`src/rtl/button_pkg.sv`:
```
// Shared definitions for the push-button conditioning path: button indices and centre FSM states.
package button_pkg;

    localparam int BTN_C     = 0;
    localparam int BTN_U     = 1;
    localparam int BTN_D     = 2;
    localparam int BTN_R     = 3;
    localparam int BTN_L     = 4;
    localparam int BTN_COUNT = 5;

    typedef enum logic [1:0] {
        IDLE,
        HELD,
        LONG_DONE
    } c_state_t;

endpackage

```
`src/rtl/btn_debounce.sv`:
```
// Two-flop synchroniser plus consecutive-cycle debounce for a single raw button.
module btn_debounce #(
    parameter int DEBOUNCE_CYCLES = 180000
) (
    input  logic pixel_clk,
    input  logic rst,
    input  logic btn_raw,
    output logic stable
);

    localparam int CW = $clog2(DEBOUNCE_CYCLES + 1);
    localparam logic [CW-1:0] LAST = CW'(DEBOUNCE_CYCLES - 1);

    logic          sync1;
    logic          sync2;
    logic [CW-1:0] count;

    // The level is accepted on the edge that would bring the count to DEBOUNCE_CYCLES,
    // so the counter never exceeds DEBOUNCE_CYCLES-1 and cannot wrap.
    always_ff @(posedge pixel_clk) begin
        if (rst) begin
            sync1  <= 1'b0;
            sync2  <= 1'b0;
            stable <= 1'b0;
            count  <= '0;
        end else begin
            sync1 <= btn_raw;
            sync2 <= sync1;
            if (sync2 == stable) begin
                count <= '0;
            end else if (count >= LAST) begin
                stable <= sync2;
                count  <= '0;
            end else begin
                count <= count + 1'b1;
            end
        end
    end

endmodule

```
`src/rtl/button_conditioner.sv`:
```
// Debounces the five board buttons and turns them into one-cycle action pulses.
// Optional directional auto-repeat is enabled by defining BTN_AUTOREPEAT_EN.
module button_conditioner
    import button_pkg::*;
#(
    parameter int DEBOUNCE_CYCLES   = 180000,
    parameter int LONG_PRESS_CYCLES = 36000000
`ifdef BTN_AUTOREPEAT_EN
    ,
    parameter int REPEAT_DELAY      = 14400000,
    parameter int REPEAT_PERIOD     = 3600000
`endif
) (
    input  logic                 pixel_clk,
    input  logic                 rst,
    input  logic [BTN_COUNT-1:0] btn_raw_i,
    output logic [BTN_COUNT-1:0] btn_level_o,
    output logic                 button_u,
    output logic                 button_d,
    output logic                 button_r,
    output logic                 button_l,
    output logic                 button_c_short,
    output logic                 button_c_long
);

    localparam int HW = $clog2(LONG_PRESS_CYCLES + 1);
    localparam logic [HW-1:0] HOLD_FIRE = HW'(LONG_PRESS_CYCLES - 2);

    logic [BTN_COUNT-1:0] stable;
    logic [BTN_COUNT-1:0] stable_d;
    logic [BTN_COUNT-1:0] rise;
    logic                 c_fall;
    logic [BTN_L:BTN_U]   dir_pulse;
    c_state_t             c_state;
    logic [HW-1:0]        hold_cnt;

    for (genvar i = 0; i < BTN_COUNT; i++) begin : g_deb
        btn_debounce #(
            .DEBOUNCE_CYCLES(DEBOUNCE_CYCLES)
        ) u_deb (
            .pixel_clk(pixel_clk),
            .rst      (rst),
            .btn_raw  (btn_raw_i[i]),
            .stable   (stable[i])
        );
    end

    assign btn_level_o = stable;
    assign rise        = stable & ~stable_d;
    assign c_fall      = ~stable[BTN_C] & stable_d[BTN_C];

    always_ff @(posedge pixel_clk) begin
        if (rst) begin
            stable_d <= '0;
        end else begin
            stable_d <= stable;
        end
    end

`ifdef BTN_AUTOREPEAT_EN
    localparam int RPT_MAX = (REPEAT_DELAY > REPEAT_PERIOD) ? REPEAT_DELAY : REPEAT_PERIOD;
    localparam int RW      = $clog2(RPT_MAX + 1);
    localparam logic [RW-1:0] DELAY_LAST  = RW'(REPEAT_DELAY - 1);
    localparam logic [RW-1:0] PERIOD_LAST = RW'(REPEAT_PERIOD - 1);

    for (genvar i = BTN_U; i <= BTN_L; i++) begin : g_rpt
        logic [RW-1:0] rpt_cnt;
        logic          rpt_first;
        logic          pulse;

        // rpt_cnt measures cycles since the last pulse; the first gap is REPEAT_DELAY,
        // later gaps REPEAT_PERIOD. Dropping the level parks the timer immediately.
        always_ff @(posedge pixel_clk) begin
            if (rst) begin
                rpt_cnt   <= '0;
                rpt_first <= 1'b1;
                pulse     <= 1'b0;
            end else begin
                pulse <= 1'b0;
                if (rise[i]) begin
                    pulse     <= 1'b1;
                    rpt_cnt   <= '0;
                    rpt_first <= 1'b1;
                end else if (stable[i]) begin
                    if (rpt_cnt >= (rpt_first ? DELAY_LAST : PERIOD_LAST)) begin
                        pulse     <= 1'b1;
                        rpt_cnt   <= '0;
                        rpt_first <= 1'b0;
                    end else begin
                        rpt_cnt <= rpt_cnt + 1'b1;
                    end
                end else begin
                    rpt_cnt   <= '0;
                    rpt_first <= 1'b1;
                end
            end
        end

        assign dir_pulse[i] = pulse;
    end
`else
    always_ff @(posedge pixel_clk) begin
        if (rst) begin
            dir_pulse <= '0;
        end else begin
            dir_pulse <= rise[BTN_L:BTN_U];
        end
    end
`endif

    assign button_u = dir_pulse[BTN_U];
    assign button_d = dir_pulse[BTN_D];
    assign button_r = dir_pulse[BTN_R];
    assign button_l = dir_pulse[BTN_L];

    // The long pulse is raised on the edge that would bring hold_cnt to LONG_PRESS_CYCLES-1;
    // a release seen on that same edge wins, so one press never yields both pulses.
    always_ff @(posedge pixel_clk) begin
        if (rst) begin
            c_state        <= IDLE;
            hold_cnt       <= '0;
            button_c_short <= 1'b0;
            button_c_long  <= 1'b0;
        end else begin
            button_c_short <= 1'b0;
            button_c_long  <= 1'b0;
            case (c_state)
                IDLE: begin
                    if (rise[BTN_C]) begin
                        c_state  <= HELD;
                        hold_cnt <= '0;
                    end
                end
                HELD: begin
                    if (c_fall) begin
                        button_c_short <= 1'b1;
                        c_state        <= IDLE;
                    end else if (hold_cnt >= HOLD_FIRE) begin
                        button_c_long <= 1'b1;
                        c_state       <= LONG_DONE;
                    end else begin
                        hold_cnt <= hold_cnt + 1'b1;
                    end
                end
                LONG_DONE: begin
                    if (c_fall) begin
                        c_state <= IDLE;
                    end
                end
                default: c_state <= IDLE;
            endcase
        end
    end

endmodule

```
`config.mk`:
```
export PLATFORM = sky130hd
export DESIGN_NAME = button_conditioner
export DESIGN_NICKNAME = d
export VERILOG_FILES = /design/src/rtl/button_pkg.sv /design/src/rtl/btn_debounce.sv /design/src/rtl/button_conditioner.sv
export SDC_FILE = /design/constraint.sdc
export NUM_CORES = 1
export LEC_CHECK = 0
export CAP_MARGIN = 30
export CORE_AREA = 4 4 123 125
export CTS_CLUSTER_SIZE = 24
export DETAILED_ROUTE_END_ITERATION = 12
export DIE_AREA = 0 0 127 129
export GPL_TIMING_DRIVEN = 1
export PLACE_DENSITY = 0.59
export REMOVE_ABC_BUFFERS = 1
export SYNTH_ARGS = -nofsm -noshare
export SYNTH_HDL_FRONTEND = slang
export SYNTH_SLANG_ARGS = --single-unit
```
`constraint.sdc`:
```
create_clock -name pixel_clk -period 3.67 [get_ports pixel_clk]
set_input_delay 0.367 -clock pixel_clk [delete_from_list [all_inputs] [get_ports pixel_clk]]
set_output_delay 0.367 -clock pixel_clk [all_outputs]
set_load 0.03 [all_outputs]
```
==> metrics.txt <==
# TYPE chip_impl_metric gauge
chip_impl_metric{name="cp_num_cells",unit=""} 6
chip_impl_info{name="cts_tree",value="built"} 1
chip_impl_metric{name="count_of_cells_resized_by_post_cts_repair",unit=""} 0
chip_impl_metric{name="finalMaxSlewViolations",unit=""} 0
chip_impl_metric{name="combinationalPowerShare",unit="%"} 1.0
chip_impl_metric{name="worst_pin_slew",unit="ns"} 0.8748
chip_impl_metric{name="max_cap_violations",unit=""} 0
chip_impl_metric{name="ys_async_sr_fraction",unit="%"} 0
chip_impl_metric{name="wl_met2",unit="mm"} 5.277
chip_impl_metric{name="clk_latency",unit="ns"} 0.42
chip_impl_metric{name="numClockSinks",unit=""} 144
chip_impl_info{name="critical_path_s_most_frequent_cell",value="sky130_fd_sc_hd__buf_4"} 1
chip_impl_info{name="rsz0062_at_grt",value="no"} 1
chip_impl_info{name="cp_cell_sequence",value="inv_1 -> or3_1 -> buf_4 -> nand4b_1 -> buf_4 -> o41ai_1"} 1
chip_impl_metric{name="pre_repair_dr_iteration_count",unit=""} 5
chip_impl_metric{name="row_count",unit=""} 43
chip_impl_metric{name="total_wire_length_after_detailed_routing",unit="mm"} 11.65
chip_impl_metric{name="setup.reg_to_reg.worst_slack",unit="ns"} 0.85
chip_impl_metric{name="die_area",unit="sq um"} 16380
chip_impl_metric{name="cts.path.max_buffers",unit=""} 2
chip_impl_metric{name="dp_slack",unit="ns"} 0.9055
chip_impl_metric{name="post_drt_via_cell_ratio",unit=""} 5.222
chip_impl_metric{name="fin_hold_ws",unit="ns"} 0.3790
chip_impl_metric{name="total_vias_in_the_final_route",unit=""} 4736
chip_impl_metric{name="holdPathStages",unit=""} 1
chip_impl_metric{name="power.net_switching",unit="uW"} 697.6
chip_impl_info{name="final_cell_mix",value="144 x sky130_fd_sc_hd__dfxtp_1, 140 x sky130_fd_sc_hd__nor2_1, 43 x sky130_fd_sc_hd__nand3_1"} 1
chip_impl_metric{name="total_number_of_yosys_warnings",unit=""} 0
chip_impl_metric{name="synthDominantCellAreaShare",unit="%"} 46.71
chip_impl_metric{name="setup-tns-final",unit="ns"} 0
chip_impl_metric{name="detailedRoute.firstIterationViolations",unit=""} 269
chip_impl_metric{name="achievable-frequency",unit="GHz"} 0.3546
chip_impl_metric{name="grt_max_degree",unit=""} 32
chip_impl_metric{name="number_of_enable_type_register_cells_in_the_synthesized_netlist",unit=""} 0
chip_impl_metric{name="antenna_cells",unit=""} 0
chip_impl_info{name="worst_flop_to_flop_path_endpoint",value="hold_cnt[14]$_SDFFE_PP0P_"} 1
chip_impl_metric{name="initial_antenna_violation_count",unit=""} 0
chip_impl_metric{name="initial_utilization",unit="%"} 44.47
chip_impl_metric{name="syn_area",unit="sq um"} 6172
chip_impl_metric{name="r2r_cells",unit=""} 6
chip_impl_info{name="synth_area_leaders",value="sky130_fd_sc_hd__dfxtp_1 47%, sky130_fd_sc_hd__nor2_1 8.5%, sky130_fd_sc_hd__xnor2_1 5.7%, sky130_fd_sc_hd__xor2_1 5.7%, sky130_fd_sc_hd__nand3_1 3.5%"} 1
chip_impl_metric{name="final_hold_viol_count",unit=""} 0
chip_impl_metric{name="ys_seq_area_share",unit="%"} 46.71
chip_impl_metric{name="drive_gt1_share",unit="%"} 6.327
chip_impl_info{name="layout_commonest_cell",value="sky130_fd_sc_hd__dfxtp_1"} 1
chip_impl_metric{name="worstPathBufferInverterCount",unit=""} 3
chip_impl_metric{name="postCtsSetupBuffers",unit=""} 0
chip_impl_metric{name="routed-wl-met3",unit="um"} 478
chip_impl_info{name="timing_worst_setup_path_type",value="reg2reg"} 1
chip_impl_metric{name="routed_wire_length_per_instance",unit="um"} 12.84
chip_impl_metric{name="synth_area_per_cell",unit="sq um"} 8.755
chip_impl_metric{name="core_area",unit="sq um"} 13880
chip_impl_metric{name="grt-ovfl-total",unit=""} 0
chip_impl_info{name="crit_path_max_delay_family",value="simple AND/OR/NAND/NOR gates"} 1
chip_impl_metric{name="count_of_final_setup_violators",unit=""} 0
chip_impl_metric{name="fillers",unit=""} 1242
chip_impl_metric{name="num-nets-final",unit=""} 728
chip_impl_metric{name="p_int",unit="mW"} 2.839
chip_impl_metric{name="global_route.usage.total",unit="%"} 15.00
chip_impl_metric{name="critPathMaxStageDelay",unit="ns"} 0.64
chip_impl_info{name="outcome",value="finished, final reports clean"} 1
chip_impl_metric{name="vertical_extent_of_the_die",unit="um"} 129
chip_impl_info{name="hold-path-endpoint",value="dir_pulse[1]$_SDFF_PP0_"} 1
chip_impl_metric{name="worst_clock_skew",unit="ns"} 0.006567
chip_impl_info{name="root_buffer",value="sky130_fd_sc_hd__clkbuf_16"} 1
chip_impl_info{name="synth_top_flop_cell",value="sky130_fd_sc_hd__dfxtp_1"} 1
chip_impl_metric{name="ys_ff_latch",unit=""} 144
chip_impl_metric{name="synthToLayoutAreaGrowth",unit="%"} 15.37
chip_impl_info{name="hold_path.class",value="reg2reg"} 1
chip_impl_metric{name="cts.reportedPaths.clkPinSlew",unit="ns"} 0.06
chip_impl_metric{name="port-buffer-count",unit=""} 17
chip_impl_metric{name="share_seq_of_total_power",unit="%"} 44.5
chip_impl_metric{name="place.gp.congestion",unit=""} 0.8523
chip_impl_metric{name="ios",unit=""} 18
chip_impl_metric{name="post_synth_num_cell_types",unit=""} 50
chip_impl_metric{name="postSynthCellCount",unit=""} 705
chip_impl_metric{name="pwr-share-clk",unit="%"} 54.5
chip_impl_metric{name="post_cts_hold_fix_bufs",unit=""} 0
chip_impl_metric{name="power.density_cell_area",unit="nW/um^2"} 496.7
chip_impl_metric{name="worst_slew_margin_rel",unit="%"} 41.14
chip_impl_metric{name="critical_path_arrival",unit="ns"} 3.13
chip_impl_info{name="library_cell_occupying_the_most_area_in_the_post_synthesis_netlist",value="sky130_fd_sc_hd__dfxtp_1"} 1
chip_impl_metric{name="post-dp-hpwl",unit="mm"} 7.965
chip_impl_metric{name="drc_violations",unit=""} 0
chip_impl_metric{name="critPathRequiredTime",unit="ns"} 3.98
chip_impl_metric{name="shortest_period_the_worst_path_allows",unit="ns"} 2.820
chip_impl_metric{name="postRouteAntennaNets",unit=""} 0
chip_impl_info{name="startpoint",value="c_state[0]$_SDFFE_PP0P_"} 1
chip_impl_metric{name="maximum_fanout_along_the_worst_path",unit=""} 20
chip_impl_metric{name="grt_first_pass_wirelength",unit="mm"} 20.15
chip_impl_info{name="worstReg2RegStart",value="c_state[0]$_SDFFE_PP0P_"} 1
chip_impl_metric{name="sw_frac_of_total",unit="%"} 19.72
chip_impl_info{name="min_from",value="stable_d[1]$_SDFF_PP0_"} 1
chip_impl_metric{name="wirelength_met1",unit="mm"} 5.727
chip_impl_metric{name="timing.final.ws_setup",unit="ns"} 0.8497
chip_impl_metric{name="floorplan.die.width",unit="um"} 127
chip_impl_metric{name="cts_inserted_buffers",unit=""} 17
chip_impl_metric{name="number_of_global_route_vias_before_repair",unit=""} 4419
chip_impl_metric{name="maximum_resistive_drop_on_vdd",unit="mV"} 0.3194
chip_impl_info{name="critical_path.slowest_cell",value="sky130_fd_sc_hd__nand4b_1"} 1
chip_impl_metric{name="static-leakage-power",unit="nW"} 2.333
chip_impl_metric{name="timing.final.crit_share",unit="%"} 76.85
chip_impl_info{name="top_layer",value="met4"} 1
chip_impl_metric{name="htree_num_levels",unit=""} 4
chip_impl_info{name="critical_path.endpoint_type",value="flip-flop"} 1
chip_impl_info{name="timing.critical_path.from_type",value="flip-flop"} 1
## kinds of logic after synthesis
family	share of synthesized area, %
compound gates	9.751
fa+ha+maj	1.419
xor+xnor	11.35
buf+inv	3.405
mux	1.520
flops	46.71
simple gates	25.85
## per-stage QoR
step | util [%] | total power [mW] | cell area (sq um) | cells
2_1_floorplan | - | 1.624 | 6030 | 675
3_3_place_gp | 46.45 | 1.642 | 6447 | 875
3_5_place_dp | 46.45 | 1.643 | 6447 | 875
4_1_cts | 51.30 | 3.591 | 7121 | 907
5_1_grt | 51.30 | 3.668 | 7121 | 907
6_report | 51.30 | 3.537 | 7121 | 907
## cell usage after synthesis (5+ instances only)
cell,n
sky130_fd_sc_hd__a21oi_1,17
sky130_fd_sc_hd__a31oi_1,7
sky130_fd_sc_hd__and2_1,5
sky130_fd_sc_hd__and3_1,13
sky130_fd_sc_hd__and4_1,9
sky130_fd_sc_hd__buf_2,6
sky130_fd_sc_hd__buf_4,6
sky130_fd_sc_hd__clkbuf_1,14
sky130_fd_sc_hd__dfxtp_1,144
sky130_fd_sc_hd__ha_1,7
sky130_fd_sc_hd__inv_1,18
sky130_fd_sc_hd__mux2i_1,6
sky130_fd_sc_hd__nand2_1,40
sky130_fd_sc_hd__nand3_1,43
sky130_fd_sc_hd__nand4_1,19
sky130_fd_sc_hd__nor2_1,140
sky130_fd_sc_hd__nor2b_1,21
sky130_fd_sc_hd__nor3_1,10
sky130_fd_sc_hd__nor4_1,5
sky130_fd_sc_hd__o21ai_0,22
sky130_fd_sc_hd__o31ai_1,13
sky130_fd_sc_hd__o41ai_1,6
sky130_fd_sc_hd__or3_1,9
sky130_fd_sc_hd__xnor2_1,40
sky130_fd_sc_hd__xor2_1,40
## power groups by stage
stage	Clock, mW	Combinational (mW)	Sequential, mW
after floorplan	0	0.0167	1.61
after global placement	0	0.0339	1.61
after detailed placement	0	0.0346	1.61
after CTS	1.98	0.0349	1.57
after global routing	2.06	0.0388	1.57
final	1.93	0.0340	1.57
## flip-flops by register name, summed over array words and instances, names as in the netlist
| register | count |
|---|---|
| button_c_short | 1 |
| g_deb.u_deb.sync2 | 5 |
| stable_d | 5 |
| button_c_long | 1 |
| g_deb.u_deb.count | 90 |
| c_state | 2 |
| g_deb.u_deb.stable | 5 |
| g_deb.u_deb.sync1 | 5 |
| dir_pulse | 4 |
| hold_cnt | 26 |
## how the worst max path moves through the flow
stage,to,slack (ns)
global placement,hold_cnt[14]$_SDFFE_PP0P_,0.95
detailed placement,hold_cnt[14]$_SDFFE_PP0P_,0.91
floorplan,hold_cnt[4]$_SDFFE_PP0P_,1.30
CTS,hold_cnt[14]$_SDFFE_PP0P_,0.87
global route,hold_cnt[10]$_SDFFE_PP0P_,0.67
finish,hold_cnt[14]$_SDFFE_PP0P_,0.85
## routing by layer
layer / vias to the layer above / GRT usage (%)
met1: 2202 / 19.28
met4: 0 / 5.741
met5: - / 0
li1: 2440 / -
met2: 83 / 23.19
met3: 11 / 5.396
## cell type report
type	instances	area (sq um)	area share (%)
Tap cell	180	225.2	3.163
Inverter	18	67.56	0.9489
Clock buffer	19	452.9	6.361
Sequential cell	144	2883	40.48
Timing Repair Buffer	20	192.7	2.706
Multi-Input combinational cell	513	3079	43.24
Clock inverter	13	220.2	3.093
Power figures use the tool's default switching activity.
